File: src/rtl/cluster_task_dispatcher.sv
// cluster_task_dispatcher
//
// Takes one task descriptor at a time from an upstream valid/ready port and
// forwards it to one of NUM_CLUSTERS compute clusters. Clusters are tried in
// round-robin order, starting from the cluster after the last one served.
// A cluster is skipped while its outstanding-task count is at CLUSTER_CAP.
// Completion pulses from the clusters decrement their counts.
//
// Ports
//   clk_i                 clock, all state on the rising edge
//   rst_ni                asynchronous active-low reset
//   en_i                  dispatch enable; low freezes target selection
//   task_valid_i/ready_o  inbound task handshake
//   task_i                inbound task descriptor (TASK_W bits)
//   cluster_task_valid_o  one-hot valid towards the chosen cluster
//   cluster_task_ready_i  per-cluster ready
//   cluster_task_o        shared descriptor bus, always shows the held task
//   cluster_feedback_i    per-cluster completion pulse, one per finished task
//   cluster_occup_o       packed outstanding counts, cluster i at [i*OCC_W +: OCC_W]
//   underflow_o           sticky: a completion arrived for an idle cluster
module cluster_task_dispatcher #(
  parameter int NUM_CLUSTERS = 4,
  parameter int CLUSTER_CAP  = 20,
  parameter int TASK_W       = 512,
  localparam int OCC_W       = $clog2(CLUSTER_CAP) + 1
) (
  input  logic                          clk_i,
  input  logic                          rst_ni,
  input  logic                          en_i,
  input  logic                          task_valid_i,
  output logic                          task_ready_o,
  input  logic [TASK_W-1:0]             task_i,
  output logic [NUM_CLUSTERS-1:0]       cluster_task_valid_o,
  input  logic [NUM_CLUSTERS-1:0]       cluster_task_ready_i,
  output logic [TASK_W-1:0]             cluster_task_o,
  input  logic [NUM_CLUSTERS-1:0]       cluster_feedback_i,
  output logic [NUM_CLUSTERS*OCC_W-1:0] cluster_occup_o,
  output logic                          underflow_o
);

  localparam int PTR_W = (NUM_CLUSTERS > 1) ? $clog2(NUM_CLUSTERS) : 1;

  typedef enum logic [1:0] {IDLE, SELECT, SEND} state_t;

  state_t                  state;
  logic [PTR_W-1:0]        rr_ptr;
  logic [PTR_W-1:0]        target;
  logic [PTR_W-1:0]        pick;
  logic                    pick_found;
  logic [TASK_W-1:0]       held_task;
  logic [OCC_W-1:0]        occ [NUM_CLUSTERS];
  logic [NUM_CLUSTERS-1:0] inc;
  logic [NUM_CLUSTERS-1:0] at_zero;
  logic                    handshake;

  // (base + offset) mod NUM_CLUSTERS for offsets below NUM_CLUSTERS
  function automatic logic [PTR_W-1:0] wrap_idx(input int base, input int offset);
    int sum;
    sum = base + offset;
    if (sum >= NUM_CLUSTERS) sum = sum - NUM_CLUSTERS;
    return PTR_W'(sum);
  endfunction

  assign task_ready_o   = (state == IDLE);
  assign cluster_task_o = held_task;
  assign handshake      = (state == SEND) && |(cluster_task_valid_o & cluster_task_ready_i);
  assign inc            = handshake ? cluster_task_valid_o : '0;

  // Round-robin search over the registered counts. Walking the offsets from
  // the far end lets the nearest free cluster to rr_ptr overwrite the others.
  always_comb begin
    pick       = '0;
    pick_found = 1'b0;
    for (int k = NUM_CLUSTERS - 1; k >= 0; k--) begin
      if (occ[wrap_idx(int'(rr_ptr), k)] < OCC_W'(CLUSTER_CAP)) begin
        pick       = wrap_idx(int'(rr_ptr), k);
        pick_found = 1'b1;
      end
    end
  end

  // Clusters whose count is already zero; a completion here is an underflow
  always_comb begin
    at_zero = '0;
    for (int i = 0; i < NUM_CLUSTERS; i++) begin
      at_zero[i] = (occ[i] == '0);
    end
  end

  // Dispatch FSM. The one-hot valid is registered when the target is chosen
  // and only cleared by the handshake, so it can never move while waiting.
  always_ff @(posedge clk_i or negedge rst_ni) begin
    if (!rst_ni) begin
      state                <= IDLE;
      rr_ptr               <= '0;
      target               <= '0;
      held_task            <= '0;
      cluster_task_valid_o <= '0;
    end else begin
      case (state)
        IDLE: begin
          if (task_valid_i) begin
            held_task <= task_i;
            state     <= SELECT;
          end
        end
        SELECT: begin
          if (en_i && pick_found) begin
            target               <= pick;
            cluster_task_valid_o <= NUM_CLUSTERS'(1) << pick;
            state                <= SEND;
          end
        end
        SEND: begin
          if (handshake) begin
            cluster_task_valid_o <= '0;
            rr_ptr               <= (int'(target) == NUM_CLUSTERS - 1) ? '0 : target + 1'b1;
            state                <= IDLE;
          end
        end
        default: state <= IDLE;
      endcase
    end
  end

  // Outstanding-task counters. A dispatch and a completion on the same
  // cluster in the same cycle cancel out. Counts cannot pass CLUSTER_CAP
  // because a cluster is only chosen below the cap and only one task is in
  // flight at a time.
  always_ff @(posedge clk_i or negedge rst_ni) begin
    if (!rst_ni) begin
      for (int i = 0; i < NUM_CLUSTERS; i++) begin
        occ[i] <= '0;
      end
      underflow_o <= 1'b0;
    end else begin
      for (int i = 0; i < NUM_CLUSTERS; i++) begin
        if (inc[i] && !cluster_feedback_i[i]) begin
          occ[i] <= occ[i] + 1'b1;
        end else if (!inc[i] && cluster_feedback_i[i] && !at_zero[i]) begin
          occ[i] <= occ[i] - 1'b1;
        end
      end
      if (|(cluster_feedback_i & at_zero)) begin
        underflow_o <= 1'b1;
      end
    end
  end

  for (genvar g = 0; g < NUM_CLUSTERS; g++) begin : g_occ_out
    assign cluster_occup_o[g*OCC_W +: OCC_W] = occ[g];
  end

endmodule

File: config.mk
export PLATFORM = sky130hd
export DESIGN_NAME = cluster_task_dispatcher
export DESIGN_NICKNAME = d
export VERILOG_FILES = /design/src/rtl/cluster_task_dispatcher.sv
export SDC_FILE = /design/constraint.sdc
export NUM_CORES = 1
export LEC_CHECK = 0
export ABC_AREA = 1
export BUFFER_PORTS_ARGS = -buffer_cell sky130_fd_sc_hd__buf_2
export CORE_AREA = 2 2 411 413
export CTS_CLUSTER_DIAMETER = 80
export DETAILED_ROUTE_END_ITERATION = 10
export DIE_AREA = 0 0 413 415
export GPL_TIMING_DRIVEN = 0
export PLACE_DENSITY = 0.32
export SETUP_SLACK_MARGIN = 0.02
export SLEW_MARGIN = 40
export SYNTH_ARGS = -nofsm -noshare
export SYNTH_HDL_FRONTEND = slang
export SYNTH_SLANG_ARGS = --single-unit
File: constraint.sdc
create_clock -name clk_i -period 3.8 [get_ports clk_i]
set_input_delay 0.19 -clock clk_i [delete_from_list [all_inputs] [get_ports clk_i]]
set_output_delay 0.19 -clock clk_i [all_outputs]
set_load 0.01 [all_outputs]
==> flow_summary.json <==
{
  "status": "finished clean",
  "critical_path_required_ns": 4.33,
  "gr-usage-met3_pct": 5.16,
  "synthArstFlopShare_pct": 100,
  "cts_tree": "done",
  "placed_cells": 4666,
  "cts_sinks": 547,
  "grt_most_used_layer": "met2",
  "ctsResizeCount": 0,
  "crit_start": "cluster_task_valid_o[3]",
  "synth_most_common_cell": "dfrtp_1",
  "finClkSkew_ns": 0.0467,
  "chipWidth_microns": 413,
  "path_max_fanout": 10,
  "drc": 0,
  "power_frac_seq_pct": 38.6,
  "initial_core_util_pct": 12.8,
  "ios": 1066,
  "nets": 3612,
  "drv_slew": 0,
  "htreeDepth": 3,
  "fmax_mhz": 366,
  "via_count": 18029,
  "grt.total_usage_pct": 12.5,
  "first_global_vias": 19346,
  "syn_inst": 1390,
  "layout_setup_ws_ns": 1.07,
  "crit_top_cell": "nand2_1",
  "ys.flop_type": "dfrtp_1",
  "final_util_pct": 22.6,
  "row_count": 150,
  "final_cells": 5356,
  "synthesis.nets": 1935,
  "antenna_found_initial": 53,
  "hold_path_class": "in2async",
  "synth_top_area_share_pct": 64.1,
  "core_sq_mm": 0.167,
  "area_growth_pct": 76.4,
  "p_comb_share_pct": 11.6,
  "worst_path_max_delay_cell": "dfrtp_1",
  "path_depth": 17,
  "clkTransAtPathRegs_ns": 0.06,
  "met2_usage_pct": 21.7,
  "setup_tns_ns": 0,
  "crit_end": "cluster_occup_o[11]",
  "crit_chain": "nand2_1, nand4_2, nand2_4, inv_2, buf_6, nand3_2, ha_1, a21oi_1, nand2_1, nand2_1, nand2_1, a21oi_1, inv_1, nand2_1, nand3_1, nand2_1, nand2_1",
  "synth.distinct_cells": 32,
  "power.total_mw": 15.7,
  "timing_worst_slew_pin_value_ns": 0.589,
  "power_leakage_nw": 20.4,
  "yosys_warnings": 0,
  "synth_seq_cells": 547,
  "synth.area.top_cells": "dfrtp_1 (64%), mux2_2 (27%), nand2_1 (1.6%)",
  "synth_common_cells": "dfrtp_1 (547), mux2_2 (512), nand2_1 (89)",
  "rsz0062_at_grt": "false",
  "finalCritPeriodShare_pct": 71.9,
  "ir_drop_uv": 318,
  "grt_max_degree": 86,
  "grt-ovfl-total": 0,
  "cp-end-kind": "register",
  "wl_per_cell_microns": 20.6,
  "clkPwrFrac_pct": 49.8,
  "setup_viol": 0,
  "p_sw_mw": 4.19,
  "vias_per_cell": 3.37,
  "startpoint_type": "register",
  "worst-path-buf-inv": 3,
  "nFillCells": 18144,
  "syn_avg_cell_area_sq_um": 15.4,
  "netlist_area_sq_mm": 0.0213,
  "die_h_microns": 415,
  "cts-root-to-sink-buffers": 3,
  "p_int_mw": 11.5,
  "maxCapViolations": 0,
  "root_buffer": "clkbuf_16",
  "crit_path_max_incr_delay_ns": 0.51,
  "grt_pass1_wl_microns": 151000,
  "relSlewSlack_pct": 60.3,
  "yosys.area.top_type": "dfrtp_1",
  "drive_gt1_share_pct": 57.2,
  "io_buffers": 1065,
  "grt_use_met1_pct": 13.5,
  "period_needed_ns": 2.73,
  "reg2reg_slack_ns": 1.07,
  "arrival_ns": 3.26,
  "gp_congestion": 0.800,
  "power_per_cell_area_mw_per_mm2": 417,
  "drt_first_pass_iters": 4,
  "fp.dieArea_sq_mm": 0.171,
  "cts_buffers": 83,
  "hold_viol_final": 0,
  "ant_nets": 0,
  "wl_microns": 110000,
  "r2r_start": "cluster_task_valid_o[3]",
  "p_sw_share_pct": 26.7,
  "synth_edf_count": 0,
  "drtIter0Drc": 657,
  "synth_seq_area_share_pct": 64.1,
  "reg2regPathDepth": 17,
  "insertion_delay_ns": 0.68,
  "dpl_worst_slack_ns": 0.740,
  "critPathTopFamily": "simple AND/OR/NAND/NOR gates",
  "dp.final_hpwl_microns": 87700,
  "crit_type": "reg2reg",
  "r2r-end": "cluster_occup_o[11]"
}
[state kept, by name, indices dropped and copies added, names as in the netlist]
| signal | cells |
|---|---|
| underflow_o | 1 |
| target | 2 |
| cluster_task_valid_o | 4 |
| cluster_occup_o | 24 |
| state | 2 |
| cluster_task_o | 512 |
| rr_ptr | 2 |
[cells by family after synthesis]
logic type,count (synthesis),share of synthesized area (%)
AO/OA/AOI/OAI,30,0.739
XOR/XNOR,19,0.815
adder cells (fa/ha/maj),21,1.37
buffers and inverters,87,1.88
flip-flops,547,64.1
multiplexers,515,27.2
AND/OR/NAND/NOR,171,3.86
[per-stage QoR]
| stage | area (sq um) | hold slack [ns] |
|---|---|---|
| 6_report | 37700 | 0.104 |
| 5_1_grt | 37600 | 0.0671 |
| 4_1_cts | 37600 | 0.0230 |
| 3_5_place_dp | 29600 | 0.184 |
| 3_3_place_gp | 29400 | 0.422 |
| 2_1_floorplan | 21300 | -0.106 |
[placed cells by master, fill, tap and decap left out, types with 4 or more instances in the layout]
cell / n
nand2_1: 88
clkinv_2: 5
buf_2: 1118
buf_16: 7
inv_6: 10
o21ai_0: 11
nand3_2: 5
a21oi_1: 15
inv_1: 28
ha_1: 17
nand2_4: 4
diode_2: 20
clkbuf_8: 20
clkbuf_1: 19
xnor2_1: 7
nand4_1: 6
clkbuf_16: 83
clkinv_4: 4
xor2_1: 11
fa_1: 4
mux2_2: 512
dlygate4sd3_1: 520
nor2_1: 17
nand3_1: 38
dfrtp_1: 547
[worst min path at each step]
stage                                  startpoint  cells after the start  slack [ns]                      end
after detailed placement                   rst_ni                      1        0.18      cluster_task_o[375]
after global routing      cluster_task_ready_i[2]                      6        0.07  cluster_task_valid_o[2]
final                                      rst_ni                      2        0.10      cluster_task_o[379]
after floorplan                            rst_ni                      0       -0.11       cluster_occup_o[0]
after CTS                 cluster_task_ready_i[2]                      6        0.02                rr_ptr[0]
after global placement                task_i[142]                      2        0.42      cluster_task_o[142]
[per-layer routing]
layer  vias up  routed length (microns)
met2       715                    54900
met5         -                       43
met4         8                     3890
li1       8238                        -
met1      8847                    41000
met3       221                    10300
[layout make-up]
type	count	area, sq um	area share (%)
multi-input cells	756	7260	19.3
plain buffers	58	297	0.787
diodes	20	50.0	0.133
clock inverters	28	335	0.890
repair buffers	1592	10700	28.5
well taps	2204	2760	7.32
inverters	29	109	0.289
clock buffers	122	2420	6.44
flip-flops and latches	547	13700	36.3
[power by group through the flow]
stage          logic [mW]  clock network (mW)  registers, mW
6_report             1.83                7.82           6.07
3_5_place_dp         1.38                   0           6.17
3_3_place_gp         1.37                   0           6.18
2_1_floorplan       0.609                   0           6.18
5_1_grt              2.05                8.40           6.09
4_1_cts              1.88                8.19           6.07
[repair_timing]
| item | 4_1_cts | 5_1_grt |
|---|---|---|
| hold endpoints to repair | 774 | 0 |
| buffers inserted | 0 | 0 |
| hold buffers | 520 | 0 |
(Power assumes the default switching activity.)
